--- config.mk ---
export PLATFORM = sky130hd
export DESIGN_NAME = l1_accum
export DESIGN_NICKNAME = d
export VERILOG_FILES = /design/src/rtl/l1_accum.sv
export SDC_FILE = /design/constraint.sdc
export NUM_CORES = 1
export LEC_CHECK = 0
export BUFFER_PORTS_ARGS = -buffer_cell sky130_fd_sc_hd__buf_2
export CAP_MARGIN = 20
export CORE_MARGIN = 10
export CORE_UTILIZATION = 55
export CTS_BUF_LIST = sky130_fd_sc_hd__clkbuf_4 sky130_fd_sc_hd__clkbuf_8
export DETAILED_ROUTE_END_ITERATION = 7
export MAX_ROUTING_LAYER = met4
export PLACE_DENSITY_LB_ADDON = 0.25
export SYNTH_ARGS = -nofsm -noshare
export SYNTH_HDL_FRONTEND = slang
export SYNTH_SLANG_ARGS = --single-unit
--- constraint.sdc ---
create_clock -name clk -period 14.25 [get_ports clk]
set_clock_uncertainty 0.2 [all_clocks]
set_input_delay 2.85 -clock clk [delete_from_list [all_inputs] [get_ports clk]]
set_output_delay 2.85 -clock clk [all_outputs]
set_load 0.01 [all_outputs]
--- src/rtl/l1_accum.sv ---
// l1_accum: per-lane accumulator behind the 4bx4b precision-scalable L1 multiplier.
// The 16-bit multiplier word is unpacked into 1, 2 or 4 unsigned lanes selected by prec.
// Each lane is summed over a window of (acc_len+1) accepted beats. The sum is then
// handed off on a valid/ready output port.
//
// Ports
//   clk        rising-edge clock
//   rst        asynchronous active-high reset
//   clr        synchronous flush of the window and the pending result (highest priority)
//   prec       00: 4x4 (1 lane), 01: 4x2 (2 lanes), 11: 2x2 (4 lanes), 10 illegal -> 00
//   acc_len    window length minus one, latched on the first beat of a window
//   in_valid   multiplier word valid
//   in_ready   block can accept a beat (low while a result is pending)
//   in_data    multiplier output word
//   out_valid  result valid
//   out_ready  consumer takes the result
//   out_prec   precision of the window that produced out_data
//   out_data   lane3..lane0, lane0 in the LSBs
module l1_accum #(
    parameter int ACC_W = 24,
    parameter int CNT_W = 8
) (
    input  logic                 clk,
    input  logic                 rst,
    input  logic                 clr,
    input  logic [1:0]           prec,
    input  logic [CNT_W-1:0]     acc_len,
    input  logic                 in_valid,
    output logic                 in_ready,
    input  logic [15:0]          in_data,
    output logic                 out_valid,
    input  logic                 out_ready,
    output logic [1:0]           out_prec,
    output logic [4*ACC_W-1:0]   out_data
);

    typedef enum logic {
        ST_ACC = 1'b0,
        ST_OUT = 1'b1
    } state_t;

    state_t                  state_q, state_d;
    logic [CNT_W-1:0]        cnt_q, cnt_d;
    logic [CNT_W-1:0]        len_q, len_d;
    logic [1:0]              prec_q, prec_d;
    logic [3:0][ACC_W-1:0]   lane_q, lane_d;
    logic [3:0][ACC_W-1:0]   lane_inc_s, lane_sum_s;
    logic                    in_ready_q, in_ready_d;
    logic                    out_valid_q, out_valid_d;
    logic [1:0]              out_prec_q, out_prec_d;
    logic [4*ACC_W-1:0]      out_data_q, out_data_d;
    logic                    beat_s;
    logic [1:0]              eff_prec_s;
    logic [CNT_W-1:0]        eff_len_s;

    // The illegal encoding 10 behaves as, and is reported as, 4x4.
    function automatic logic [1:0] legal_prec(input logic [1:0] p);
        return (p == 2'b10) ? 2'b00 : p;
    endfunction

    assign beat_s     = in_valid && in_ready_q;
    // On the first beat of a window the live inputs apply; afterwards the latched copies do.
    assign eff_prec_s = (cnt_q == '0) ? legal_prec(prec) : prec_q;
    assign eff_len_s  = (cnt_q == '0) ? acc_len : len_q;

    // Lane unpack (zero-extended) and per-lane adders; sums wrap modulo 2^ACC_W.
    always_comb begin
        lane_inc_s = '0;
        case (eff_prec_s)
            2'b01: begin
                lane_inc_s[1] = ACC_W'(in_data[15:8]);
                lane_inc_s[0] = ACC_W'(in_data[7:0]);
            end
            2'b11: begin
                lane_inc_s[3] = ACC_W'(in_data[15:12]);
                lane_inc_s[2] = ACC_W'(in_data[11:8]);
                lane_inc_s[1] = ACC_W'(in_data[7:4]);
                lane_inc_s[0] = ACC_W'(in_data[3:0]);
            end
            default: begin
                lane_inc_s[0] = ACC_W'(in_data);
            end
        endcase
        for (int i = 0; i < 4; i++) begin
            lane_sum_s[i] = lane_q[i] + lane_inc_s[i];
        end
    end

    // Next-state logic for the ACC/OUT handshake FSM and the datapath registers.
    always_comb begin
        state_d     = state_q;
        cnt_d       = cnt_q;
        len_d       = len_q;
        prec_d      = prec_q;
        lane_d      = lane_q;
        out_valid_d = out_valid_q;
        out_prec_d  = out_prec_q;
        out_data_d  = out_data_q;
        if (clr) begin
            lane_d      = '0;
            cnt_d       = '0;
            out_valid_d = 1'b0;
            state_d     = ST_ACC;
        end else begin
            case (state_q)
                ST_ACC: begin
                    if (beat_s) begin
                        prec_d = eff_prec_s;
                        len_d  = eff_len_s;
                        if (cnt_q == eff_len_s) begin
                            // Last beat: publish the sum including this beat and start afresh.
                            out_data_d  = lane_sum_s;
                            out_valid_d = 1'b1;
                            out_prec_d  = eff_prec_s;
                            lane_d      = '0;
                            cnt_d       = '0;
                            state_d     = ST_OUT;
                        end else begin
                            lane_d = lane_sum_s;
                            cnt_d  = cnt_q + CNT_W'(1);
                        end
                    end else begin
                        state_d = ST_ACC;
                    end
                end
                ST_OUT: begin
                    if (out_ready) begin
                        out_valid_d = 1'b0;
                        state_d     = ST_ACC;
                    end else begin
                        state_d = ST_OUT;
                    end
                end
                default: begin
                    state_d = ST_ACC;
                end
            endcase
        end
        // in_ready is registered; it rises only the cycle after a handoff (no bypass).
        in_ready_d = (state_d == ST_ACC);
    end

    // State and datapath registers with asynchronous reset.
    always_ff @(posedge clk or posedge rst) begin
        if (rst) begin
            state_q     <= ST_ACC;
            cnt_q       <= '0;
            len_q       <= '0;
            prec_q      <= 2'b00;
            lane_q      <= '0;
            in_ready_q  <= 1'b1;
            out_valid_q <= 1'b0;
            out_prec_q  <= 2'b00;
            out_data_q  <= '0;
        end else begin
            state_q     <= state_d;
            cnt_q       <= cnt_d;
            len_q       <= len_d;
            prec_q      <= prec_d;
            lane_q      <= lane_d;
            in_ready_q  <= in_ready_d;
            out_valid_q <= out_valid_d;
            out_prec_q  <= out_prec_d;
            out_data_q  <= out_data_d;
        end
    end

    assign in_ready  = in_ready_q;
    assign out_valid = out_valid_q;
    assign out_prec  = out_prec_q;
    assign out_data  = out_data_q;

endmodule
==> flow_summary.json <==
{
  "die_x_um": 164.8,
  "max_stage_delay_ns": 0.74,
  "postPlaceCellArea_sq_um": 12360,
  "initialDrtViolationCount": 561,
  "synth_cell_types": 61,
  "setup.worst_path.start": "acc_len[1]",
  "p_leak_nw": 6.517,
  "yosysTopAreaCellShare_pct": 46.43,
  "crit_fanout": 34,
  "fin_crit_sh_pct": 40.37,
  "grt_usage_pct": 20.20,
  "dp_hpwl_um": 18260,
  "finalSetupViolations": 0,
  "hold_viol": 0,
  "cts_hold_buf": 0,
  "clkLatencyLatePin_ns": 0.53,
  "core_sq_um": 20430,
  "overflow": 0,
  "cts_root_buf": "clkbuf_8",
  "fin_cells": 1580,
  "tns_ns": 0,
  "grt_max_degree": 140,
  "path_delay_family": "compound AO/OA/AOI/OAI gates",
  "cp_slowest_cell": "a2111oi_4",
  "grt_pass1_wl_um": 44290,
  "final_common_cell": "dfrtp_1",
  "crit_chain": "buf_2 -> xor2_1 -> or4_4 -> a2111oi_4 -> a21o_1 -> buf_4 -> o21ai_0 -> mux2_2",
  "die_y_um": 164.8,
  "mostFrequentLayoutCells": "dfrtp_1 (214), buf_2 (130), nand2_1 (123), o21ai_0 (113), xnor2_1 (59)",
  "boundaryPins": 131,
  "fin_crit_ns": 5.752,
  "grt_pass1_vias": 8868,
  "cap_violations": 0,
  "rr_startpoint": "cnt_q[0]$_DFFE_PP0P_",
  "drc_errors": 0,
  "dr.pass1.iters": 5,
  "hp-start": "out_data[76]$_DFFE_PP0P_",
  "final_util_pct": 64.74,
  "cts.path.max_buffers": 3,
  "synth.net_count": 1230,
  "ys_warn_count": 0,
  "wl_per_cell_um": 17.06,
  "synthTopCellsByArea": "dfrtp_1 (46%), o21ai_0 (4.9%), xnor2_1 (4.5%), nand2_1 (4.0%), a22o_1 (3.9%)",
  "synth.avg_cell_area_sq_um": 9.943,
  "crit_buf_inv": 2,
  "routed-via-count": 8956,
  "start_util_pct": 56.46,
  "synth_flop_cell": "dfrtp_1",
  "antenna_left": 0,
  "critPathKind": "input port to flop",
  "synthesis.area_sq_um": 11530,
  "cts_setup_buffers": 0,
  "netlist_instances": 1160,
  "fp.dieArea_sq_um": 27160,
  "placedCellCount": 1513,
  "cts_made_buffers": 38,
  "critPathArrivalTime_ns": 5.97,
  "peakVddDrop_mv": 0.08481,
  "cts.sinks": 215,
  "synth_enable_flop_cells": 0,
  "gp_congestion": 0.8789,
  "ys_async_sr_fraction_pct": 100.0,
  "io_buffer_count": 130,
  "power.total_mw": 1.574,
  "ys_seq_elements": 215,
  "hold_class": "flop to flop",
  "cts_tree": "yes",
  "clk_pin_slew_ns": 0.06,
  "diodes": 0,
  "critPathLaunchType": "input port",
  "slew_headroom_pct": 33.77,
  "fp-row-count": 52,
  "area_growth_pct": 14.67,
  "grt_antenna_before_repair": 0,
  "drt-total-wl_um": 26960,
  "rsz0062_at_grt": "false",
  "ys_seq_area_share_pct": 46.66,
  "fmax_mhz": 173.9,
  "cts.htree.levels": 2,
  "worstSetupEndpointType": "flop",
  "cts.repair.resized": 0,
  "final_design_area_no_fill_sq_um": 13230,
  "status": "complete, no violations",
  "report.final.slew_viol_count": 0,
  "power_density_nw_per_um2": 119.0,
  "vias_per_cell": 5.668,
  "worst_pin_slew_ns": 0.9935,
  "nets": 1353,
  "layout-drive-gt1-share_pct": 19.54,
  "crit_required_ns": 14.46,
  "synth.largest_area_cell": "dfrtp_1",
  "r2r_setup_slack_ns": 9.68
}
-- cell type report --
cell class | instances | area, sq um
Clock buffer | 56 | 726.9
Clock inverter | 11 | 137.6
Timing Repair Buffer | 139 | 718.2
Fill cell | 1693 | 7204
Sequential cell | 215 | 5381
Tap cell | 270 | 337.8
Multi-Input combinational cell | 847 | 5758
Inverter | 42 | 165.2
-- routing by layer --
metal	wire length [um]	GRT usage, %
met5	0	-
met2	12280	30.91
met1	12360	26.91
met3	1804	4.232
met4	507	5.314
-- synth_stat cells (3+ instances only) --
cell	count
dfrtp_1	214
nand2_1	123
o21ai_0	113
xnor2_1	59
a22o_1	51
nor2_1	49
a21oi_1	44
clkbuf_1	42
inv_1	42
nand3_1	37
ha_1	35
xor2_1	30
a21o_1	27
and3_1	25
mux2_4	25
and2_1	23
o21ai_1	23
nor3_1	20
mux2i_1	13
nand2b_1	12
nor2b_1	12
o21a_1	12
or3_1	12
buf_2	9
a211oi_1	7
and4_1	7
mux2_2	7
nand4_1	7
o22ai_1	7
a31oi_1	6
o2bb2ai_1	6
buf_6	5
mux2_1	5
o211ai_1	5
fa_1	4
nor3b_1	4
or2_2	4
nand3b_1	3
nor4_1	3
-- sequential cells by signal, indices dropped and copies added, names as in the netlist --
| signal | count |
|---|---|
| out_data | 96 |
| in_ready | 1 |
| cnt_q | 8 |
| state_q | 1 |
| prec_q | 2 |
| out_valid | 1 |
| out_prec | 2 |
| len_q | 8 |
| lane_q | 96 |
-- report_power, final --
part | switching [mW] | internal (mW)
clock | 0.257 | 0.383
sequential | 0.0287 | 0.650
combinational | 0.147 | 0.110
total | 0.432 | 1.14
-- final timing paths --
| path | end | cells after the start |
|---|---|---|
| worst max-delay path | lane_q[47]$_DFFE_PP0P_ | 8 |
| worst min-delay path | out_data[76]$_DFFE_PP0P_ | 2 |
| worst max register to register | lane_q[94]$_DFFE_PP0P_ | 17 |
| worst min register to register | out_data[76]$_DFFE_PP0P_ | 2 |
| max in group asynchronous | out_data[93]$_DFFE_PP0P_ | 3 |
| min in group asynchronous | out_data[27]$_DFFE_PP0P_ | 2 |
-- cell families (layout without fill, tap and decap cells) --
kind of cell | Yosys count | in the layout | share of synthesized area [%]
xor gates and xnor gates | 89 | 89 | 6.759
AOI/OAI and AO/OA | 319 | 319 | 17.74
DFF | 215 | 215 | 46.66
and+or+nand+nor | 350 | 350 | 15.19
adders and majority gates | 39 | 39 | 4.491
buffers and inverters | 98 | 248 | 3.612
muxes | 50 | 50 | 5.554
-- per-stage QoR --
stage	hold WS (ns)	setup WS [ns]
detailed placement	0.2639	7.975
global placement	0.2578	8.018
finish	0.2708	8.498
global route	0.3008	8.340
CTS	0.2782	8.539
floorplan	0.2563	5.322
-- worst reg2reg max path: stages (launching register included) --
cell and delay (ns):
dfrtp_1 0.48, inv_1 0.13, ha_1 0.17, nor4b_4 0.30, nand2_2 0.23, nor2_1 0.20
a31o_2 0.36, and2_1 0.22, ha_1 0.17, inv_1 0.06, fa_1 0.39, nor2b_1 0.13
o21a_1 0.13, o211ai_1 0.26, nor2_1 0.40, nand3_1 0.20, or3_1 0.37, o21ai_0 0.07
(Power assumes the default switching activity.)
